==> config.mk <==
export PLATFORM = sky130hd
export DESIGN_NAME = draw_source_arbiter
export DESIGN_NICKNAME = d
export VERILOG_FILES = /design/src/rtl/draw_mgr_pkg.sv /design/src/rtl/draw_pixel_filter.sv /design/src/rtl/draw_source_arbiter.sv
export SDC_FILE = /design/constraint.sdc
export NUM_CORES = 1
export LEC_CHECK = 0
export ABC_AREA = 1
export BUFFER_PORTS_ARGS = -buffer_cell sky130_fd_sc_hd__buf_2
export CAP_MARGIN = 40
export CORE_ASPECT_RATIO = 1.1
export CORE_MARGIN = 3
export CORE_UTILIZATION = 55
export CTS_CLUSTER_SIZE = 25
export DETAILED_ROUTE_END_ITERATION = 10
export PLACE_DENSITY = 0.82
export SLEW_MARGIN = 20
export SYNTH_ARGS = -nofsm -noshare
export SYNTH_HDL_FRONTEND = slang
export SYNTH_SLANG_ARGS = --single-unit
export TNS_END_PERCENT = 1
==> constraint.sdc <==
create_clock -name clk -period 4.57 [get_ports clk]
set_clock_uncertainty 0.2 [all_clocks]
set_input_delay 0.6855 -clock clk [delete_from_list [all_inputs] [get_ports clk]]
set_output_delay 0.6855 -clock clk [all_outputs]
set_load 0.03 [all_outputs]
==> src/rtl/draw_mgr_pkg.sv <==
// +--------------------------------------------------------------------+
// | draw_mgr_pkg: framebuffer geometry, arbiter states, bounds helper  |
// | Rev 1.0                                                            |
// +--------------------------------------------------------------------+
`default_nettype none

package draw_mgr_pkg;

  localparam int DRAW_WIDTH  = 640;
  localparam int DRAW_HEIGHT = 480;
  localparam int FB_ADDRW    = 19;

  localparam logic [2:0] ST_IDLE   = 3'd0;
  localparam logic [2:0] ST_SELECT = 3'd1;
  localparam logic [2:0] ST_AWAIT  = 3'd2;
  localparam logic [2:0] ST_DRAIN  = 3'd3;
  localparam logic [2:0] ST_NEXT   = 3'd4;

  typedef enum logic [2:0] {
    S_IDLE   = ST_IDLE,
    S_SELECT = ST_SELECT,
    S_AWAIT  = ST_AWAIT,
    S_DRAIN  = ST_DRAIN,
    S_NEXT   = ST_NEXT
  } arb_state_t;

  function automatic logic in_frame(input logic signed [31:0] x, input logic signed [31:0] y);
    return (x >= 0) && (x < DRAW_WIDTH) && (y >= 0) && (y < DRAW_HEIGHT);
  endfunction

endpackage

`default_nettype wire

==> src/rtl/draw_pixel_filter.sv <==
// +--------------------------------------------------------------------+
// | draw_pixel_filter: drops transparent/off-screen beats, registers   |
// | the framebuffer write. Rev 1.0                                     |
// +--------------------------------------------------------------------+
`default_nettype none

module draw_pixel_filter
  import draw_mgr_pkg::*;
#(
  parameter int COLOR_DEPTH = 9
) (
  input  logic                   clk,
  input  logic                   resetN,
  input  logic                   beat,
  input  logic [COLOR_DEPTH-1:0] color,
  input  logic                   transparent,
  input  logic signed [31:0]     x,
  input  logic signed [31:0]     y,
  output logic                   fb_we,
  output logic [FB_ADDRW-1:0]    fb_addr,
  output logic [COLOR_DEPTH-1:0] fb_data
);

  logic                   fb_we_q,   fb_we_d;
  logic [FB_ADDRW-1:0]    fb_addr_q, fb_addr_d;
  logic [COLOR_DEPTH-1:0] fb_data_q, fb_data_d;

  always_comb begin
    fb_we_d   = beat && !transparent && in_frame(x, y);
    fb_addr_d = fb_addr_q;
    fb_data_d = fb_data_q;
    // Bounds already hold, so the 19-bit truncation of the product is exact.
    if (fb_we_d) begin
      fb_addr_d = y[FB_ADDRW-1:0] * FB_ADDRW'(DRAW_WIDTH) + x[FB_ADDRW-1:0];
      fb_data_d = color;
    end
  end

  always_ff @(posedge clk or negedge resetN) begin
    if (!resetN) begin
      fb_we_q   <= 1'b0;
      fb_addr_q <= '0;
      fb_data_q <= '0;
    end else begin
      fb_we_q   <= fb_we_d;
      fb_addr_q <= fb_addr_d;
      fb_data_q <= fb_data_d;
    end
  end

  assign fb_we   = fb_we_q;
  assign fb_addr = fb_addr_q;
  assign fb_data = fb_data_q;

endmodule

`default_nettype wire

==> src/rtl/draw_source_arbiter.sv <==
// +--------------------------------------------------------------------+
// | draw_source_arbiter: per-frame painter's-order grant of the shared |
// | draw bus to each source. Rev 1.0                                  |
// +--------------------------------------------------------------------+
`default_nettype none

module draw_source_arbiter
  import draw_mgr_pkg::*;
#(
  parameter int NUM_SOURCES   = 4,
  parameter int SEL_W         = 2,
  parameter int COLOR_DEPTH   = 9,
  parameter int AWAIT_TIMEOUT = 1024,
  parameter int DRAIN_MAX     = 4096
) (
  input  logic                   clk,
  input  logic                   resetN,
  input  logic                   frame,
  input  logic [NUM_SOURCES-1:0] source_en,
  output logic [SEL_W-1:0]       write_source_sel,
  output logic                   write_awaited,
  input  logic                   write_active,
  input  logic [COLOR_DEPTH-1:0] write_color_data,
  input  logic                   write_transparent,
  input  logic [31:0]            write_x_addr,
  input  logic [31:0]            write_y_addr,
  output logic                   fb_we,
  output logic [FB_ADDRW-1:0]    fb_addr,
  output logic [COLOR_DEPTH-1:0] fb_data,
  output logic                   pass_busy,
  output logic                   pass_done,
  output logic                   timeout_err,
  output logic                   overrun_err
);

  localparam int TMR_W = $clog2(AWAIT_TIMEOUT + 1);
  localparam int CNT_W = $clog2(DRAIN_MAX + 1);
  localparam logic [TMR_W-1:0] TMR_LAST = TMR_W'(AWAIT_TIMEOUT - 1);
  localparam logic [CNT_W-1:0] CNT_MAX  = CNT_W'(DRAIN_MAX);
  localparam logic [SEL_W-1:0] SRC_LAST = SEL_W'(NUM_SOURCES - 1);

  arb_state_t       state_q, state_d;
  logic [SEL_W-1:0] src_q, src_d;
  logic [SEL_W-1:0] sel_q, sel_d;
  logic [TMR_W-1:0] timer_q, timer_d;
  logic [CNT_W-1:0] cnt_q, cnt_d;
  logic             pending_q, pending_d;
  logic             awaited_q, awaited_d;
  logic             busy_q, busy_d;
  logic             done_q, done_d;
  logic             timeout_q, timeout_d;
  logic             overrun_q, overrun_d;
  logic             w_active;
  logic             w_beat;

  // The bus floats outside grants; anything but a clean 1 is no beat.
  assign w_active = (write_active === 1'b1);
  // A beat offered once DRAIN_MAX are taken is the abort trigger, not data.
  assign w_beat = w_active && ((state_q == S_AWAIT) ||
                               ((state_q == S_DRAIN) && (cnt_q != CNT_MAX)));

  always_comb begin
    state_d   = state_q;
    src_d     = src_q;
    sel_d     = sel_q;
    timer_d   = timer_q;
    cnt_d     = cnt_q;
    done_d    = 1'b0;
    timeout_d = timeout_q;
    overrun_d = overrun_q;
    pending_d = pending_q | frame;
    if (frame && busy_q) overrun_d = 1'b1;

    case (state_q)
      S_IDLE: begin
        if (pending_q) begin
          state_d   = S_SELECT;
          src_d     = '0;
          pending_d = frame;
        end
      end
      S_SELECT: begin
        sel_d   = src_q;
        timer_d = '0;
        state_d = source_en[src_q] ? S_AWAIT : S_NEXT;
      end
      S_AWAIT: begin
        if (w_active) begin
          state_d = S_DRAIN;
          cnt_d   = CNT_W'(1);
        end else if (timer_q == TMR_LAST) begin
          timeout_d = 1'b1;
          state_d   = S_NEXT;
        end else begin
          timer_d = timer_q + 1'b1;
        end
      end
      S_DRAIN: begin
        if (!w_active) begin
          state_d = S_NEXT;
        end else if (cnt_q == CNT_MAX) begin
          overrun_d = 1'b1;
          state_d   = S_NEXT;
        end else begin
          cnt_d = cnt_q + 1'b1;
        end
      end
      S_NEXT: begin
        if (src_q == SRC_LAST) begin
          done_d  = 1'b1;
          state_d = S_IDLE;
        end else begin
          src_d   = src_q + 1'b1;
          state_d = S_SELECT;
        end
      end
      default: state_d = S_IDLE;
    endcase

    awaited_d = (state_d == S_AWAIT);
    busy_d    = (state_d != S_IDLE);
  end

  always_ff @(posedge clk or negedge resetN) begin
    if (!resetN) begin
      state_q   <= S_IDLE;
      src_q     <= '0;
      sel_q     <= '0;
      timer_q   <= '0;
      cnt_q     <= '0;
      pending_q <= 1'b0;
      awaited_q <= 1'b0;
      busy_q    <= 1'b0;
      done_q    <= 1'b0;
      timeout_q <= 1'b0;
      overrun_q <= 1'b0;
    end else begin
      state_q   <= state_d;
      src_q     <= src_d;
      sel_q     <= sel_d;
      timer_q   <= timer_d;
      cnt_q     <= cnt_d;
      pending_q <= pending_d;
      awaited_q <= awaited_d;
      busy_q    <= busy_d;
      done_q    <= done_d;
      timeout_q <= timeout_d;
      overrun_q <= overrun_d;
    end
  end

  draw_pixel_filter #(
    .COLOR_DEPTH(COLOR_DEPTH)
  ) u_filter (
    .clk        (clk),
    .resetN     (resetN),
    .beat       (w_beat),
    .color      (write_color_data),
    .transparent(write_transparent),
    .x          (write_x_addr),
    .y          (write_y_addr),
    .fb_we      (fb_we),
    .fb_addr    (fb_addr),
    .fb_data    (fb_data)
  );

  assign write_source_sel = sel_q;
  assign write_awaited    = awaited_q;
  assign pass_busy        = busy_q;
  assign pass_done        = done_q;
  assign timeout_err      = timeout_q;
  assign overrun_err      = overrun_q;

endmodule

`default_nettype wire

# [Word-level counts from Yosys, hierarchy flattened]
# Cells that the tools add are included.
[classes] bitwise_logic=2 n_shift=0 n_lt_le_gt_ge=5 addsub=4 n_reduce_logical=19 mul=1 div_mod_pow=0 muxes=28 n_eq_ne=17
[op_table] operator="32-bit by 1-bit >= comparator with 1-bit output (second input constant)" n=2
[op_table] operator="13-bit 2-to-1 mux" n=3
[op_table] operator="32-bit by 10-bit less-than comparator with 1-bit output (second input constant)" n=1
[op_table] operator="32-bit by 11-bit less-than comparator with 1-bit output (second input constant)" n=1
[op_table] operator="13-bit case mux with 2 select lines" n=1
[op_table] operator="11-bit 2-to-1 mux" n=2
[op_table] operator="11-bit case mux with 2 select lines" n=1
[op_table] operator="19-bit adder" n=1
[op_table] operator="19-bit by 3-bit multiplier with 12-bit output (second input constant)" n=1
[op_table] operator="3-bit 2-to-1 mux" n=6
[op_table] operator="3-bit case mux with 5 select lines" n=1
[op_table] operator="2-bit != test (second input constant)" n=7
[op_table] operator="13-bit by 1-bit adder with 13-bit output (second input constant)" n=1
[op_table] operator="13-bit equality test (second input constant)" n=1
[op_table] operator="13-bit != test (second input constant)" n=1
[op_table] operator="11-bit by 1-bit adder with 11-bit output (second input constant)" n=1
[op_table] operator="11-bit by 10-bit equality test with 1-bit output (second input constant)" n=1
[op_table] operator="1-bit 2-to-1 mux" n=10
[op_table] operator="3-bit by 2-bit equality test with 1-bit output (second input constant)" n=3
[op_table] operator="3-bit AND reduction" n=3
[op_table] operator="1-bit logical AND" n=8
[op_table] operator="2-bit nonzero test" n=3
[op_table] operator="2-bit 2-to-1 mux" n=2
[op_table] operator="2-bit case mux with 2 select lines" n=1
[op_table] operator="other kinds (14)" n=14
[word_totals] reg_bits=66 rom_bits=0 in_bits=82 elab_cells=90 ram_bits=0 n_memories=0 latch_bits=0

# [Longest topological paths before layout]
[logic_depth] ltp_word=6 depth_mapped=21 depth_no_buf=21

# [Hierarchy]
# Synthesis repeated with hierarchy kept, for this count alone.
[unflattened] cells_unflattened=676 hier_area_um2=4753.3
[modules_own_cells] mod="draw_pixel_filter" n_inst=1 area_each_um2=2566.2 cells_per_inst=381 seq_area_each_um2=725.7
[modules_own_cells] mod="draw_source_arbiter" n_inst=1 area_each_um2=2187.1 cells_per_inst=295 seq_area_each_um2=925.9

# [Least setup slack after synthesis]
# No wires, ideal clock.
[synth_path] path_type="input port to flip-flop" start="input write_y_addr[3]" end="register u_filter.fb_addr_q[18], in the netlist u_filter.fb_addr[18]" setup_time_ps=113 slack_ps=1353 path_buffers=0 path_stages=19 required_time_ps=4257 arrival_ps=2904 path_cell_list="ha_1 ha_1 a21oi_1 nand2_1 nand2_1 nand2_1 a21oi_1 xor2_1 inv_1 ha_1 nand2_1 nor2_1 nand3_1 inv_1 nor2_1 nand2_1 nand3_1 nand2_1 inv_1"
[synth_via] elab_chain_len=4
[synth_rtl] item="start: declaration" line_no="draw_source_arbiter.sv:26" rtl="input logic [31:0] write_y_addr,"
[synth_rtl] item="parallel branches: the longest is 4 deep, another holds 19-bit by 3-bit multiplier with 12-bit output"
[synth_rtl] item="end signal: assignment" line_no="draw_pixel_filter.sv:46" rtl="fb_addr_q <= fb_addr_d;"
[synth_rtl] item="end: declaration" line_no="draw_pixel_filter.sv:25" rtl="logic [FB_ADDRW-1:0] fb_addr_q, fb_addr_d;"
# Several ways; the timed one is not identified.
# A chain may end at the register's enable or synchronous reset.

# [Worst setup path after layout]
# Ends and elaborated chain as after synthesis.

==> run summary <==
Final wirelength: 10.56 mm
CP Max Fanout: 4
Worst setup margin: 1.315 ns
Drt first pass iters: 4
DR vias/cell: 5.010
CTS H-Tree Depth: 3
Sink Count: 66
Mapped Area: 0.004588 mm²
Top-count cell post-synth: nand2_1
Slew headroom: 0.6988
Reg2reg end: u_filter.fb_addr[9]
Clock transition at path regs: 0.07 ns
Port Buf Inserts: 117
Worst Path Required: 4.60 ns
DR DRC count: 0
Root buf cell: clkbuf_8
TritonCTS clock tree: built
VDD IR max: 0.0001669 V
Placed inst area: 0.005266 mm²
Dpl cells: 863
Antenna violations before repair: 0
Total chip power: 1.845 mW
Unrepaired setup endpoints after global routing: no
R2R depth: 10
Number of distinct library cells after synthesis: 36
Final antenna diode count: 0
Fraction of layout cells with a size suffix above 1: 0.2156
Multi-input logic area: 0.002570 mm²
R2r startpoint: cnt_q[0]
I/O pin cnt: 118
EDFF count, synth: 0
Initial drt markers: 145
Largest net degree at the start of global routing: 31
Nets: 883
FMAX: 0.3073 GHz
Final core occ: 0.6799
Total congestion overflow: 0
Sequential area share after synthesis: 0.3600
Period utilisation layout: 0.7122
ANT nets after route: 0
Drt wl/cell: 12.03 µm
Final hold vios: 0
Die W: 93.09 µm
CTS buffer count: 9
Asr flop ratio synth: 1.000
Worst Hold Class: in2async
Synth Net Count: 761
Main synth FF type: dfrtp_1
CP Class: in2reg
RD Place Congestion: 0.9389
First-pass GRT wire length: 18.05 mm
Power per cell area: 339.2 mW/mm²
Die ar.: 0.009475 mm²
Post-CTS Setup Bufs: 0
Finished Layout Cells: 878
DP HPWL: 8.460 mm
Final max-slew violation count: 0
PostCTS Resize Cnt: 0
Startpoint class of the critical path: primary input
Fill cells: 720
Mapped Cells: 644
Die height: 101.8 µm
Final instance area: 0.005438 mm²
Hold_buf cts: 0
GR Util All Layers: 0.2377
# setup viols final: 0
Synth area leader: dfrtp_1
Leak: 3.070 nW
Vias post-DR: 4399
Syn_area_per_cell: 7.124 µm²
Vias in the first global route: 4113
Longest Clk Path Bufs: 2
CP Capture Type: register
Fin Hold WS: 0.06271 ns
Top cell type's share of synthesized area: 0.3600
Fin Setup TNS: 0 ns
Syn. warnings: 0
Worst slew pin tran: 0.4483 ns
Commonest cells in the netlist: 226 x nand2_1, 71 x nor2_1, 68 x inv_1
Area grow syn2layout: 18.52%
Outcome: finished clean
Later-pin clock latency in the skew report: 0.34 ns
Min Tclk post-route: 3.255 ns
Synth top area cells: dfrtp_1 36%, nand2_1 18%, ha_1 9.0%
Row cnt: 34
CP arrival: 3.29 ns
Starting density of the core: 0.5737
Number of synthesized register bits: 66
Core area: 0.007998 mm²
Place WS: 0.9733 ns
Max_cap viols: 0
Register area: 0.001652 mm²
Worst reg2reg setup slack: 2.38 ns
==> how the worst max path moves through the flow <==
| stage | endpoint | slack, ns | startpoint |
|---|---|---|---|
| floorplan | u_filter.fb_addr[18] | 1.35 | write_y_addr[3] |
| global placement | u_filter.fb_addr[18] | 1.04 | write_y_addr[3] |
| detailed placement | u_filter.fb_addr[18] | 0.97 | write_y_addr[3] |
| CTS | u_filter.fb_addr[18] | 1.33 | write_y_addr[3] |
| global route | u_filter.fb_addr[18] | 0.87 | write_y_addr[3] |
| finish | u_filter.fb_addr[18] | 1.32 | write_y_addr[3] |
==> power breakdown <==
| part | internal (mW) | total (mW) | switching, mW |
|---|---|---|---|
| combinational | 0.235 | 0.713 | 0.478 |
| sequential | 0.642 | 0.701 | 0.0584 |
| clock | 0.223 | 0.431 | 0.208 |
| total | 1.10 | 1.84 | 0.744 |
==> layer usage <==
| metal | track usage | part of all wire |
|---|---|---|
| met5 | 0 | 0 |
| met4 | 0.08117 | 0.014 |
| met3 | 0.03640 | 0.053 |
| met2 | 0.4111 | 0.49 |
| met1 | 0.3050 | 0.44 |
==> logic make-up after synthesis <==
group,count (synthesis),synth area share
AOI/OAI and AO/OA,52,0.06409
xor gates and xnor gates,15,0.02863
adders and majority gates,35,0.09872
buffers and inverters,87,0.07990
DFF,66,0.3600
and+or+nand+nor,389,0.3687
==> cell type report <==
type | count | area share
repair buffers | 119 | 0.1127
clock inverters | 2 | 0.002301
inverters | 79 | 0.05453
well taps | 108 | 0.02485
clock buffers | 13 | 0.02922
multi-input cells | 491 | 0.4726
flip-flops and latches | 66 | 0.3037
==> sequential cells by signal, indices dropped and copies added (netlist names), 2 cells and up <==
register          flops
write_source_sel      2
src_q                 2
state_q               3
timer_q              11
u_filter.fb_data      9
cnt_q                13
u_filter.fb_addr     19
==> worst max-delay path: stages <==
cell and delay, ns:
buf_2 0.11, ha_1 0.29, ha_1 0.36, a21oi_1 0.21, nand2_1 0.11, nand2_1 0.09, nand2_1 0.05, a21oi_1 0.15
xor2_1 0.17, inv_1 0.07, ha_1 0.33, nand2_1 0.09, nor2_1 0.13, nand3_1 0.11, inv_1 0.07, nor2_1 0.04
nand2_1 0.05, nand3_1 0.07, nand2_1 0.08, inv_1 0.03
==> cell usage in the layout (no fill, tap or decap), drive strengths merged <==
cell,instances
nor2,80
fa,2
and2,1
dfrtp,66
clkinvlp,1
a311oi,1
clkinv,1
nand4,18
nor3,10
nand3b,1
nand2,230
o211ai,1
o21ai,27
ha,33
clkbuf,13
nand3,45
o31ai,2
or2,3
xor2,11
xnor2,4
inv,79
o21bai,3
a21oi,18
buf,119
and3,1
No activity file was read; power rests on OpenSTA's default activity.
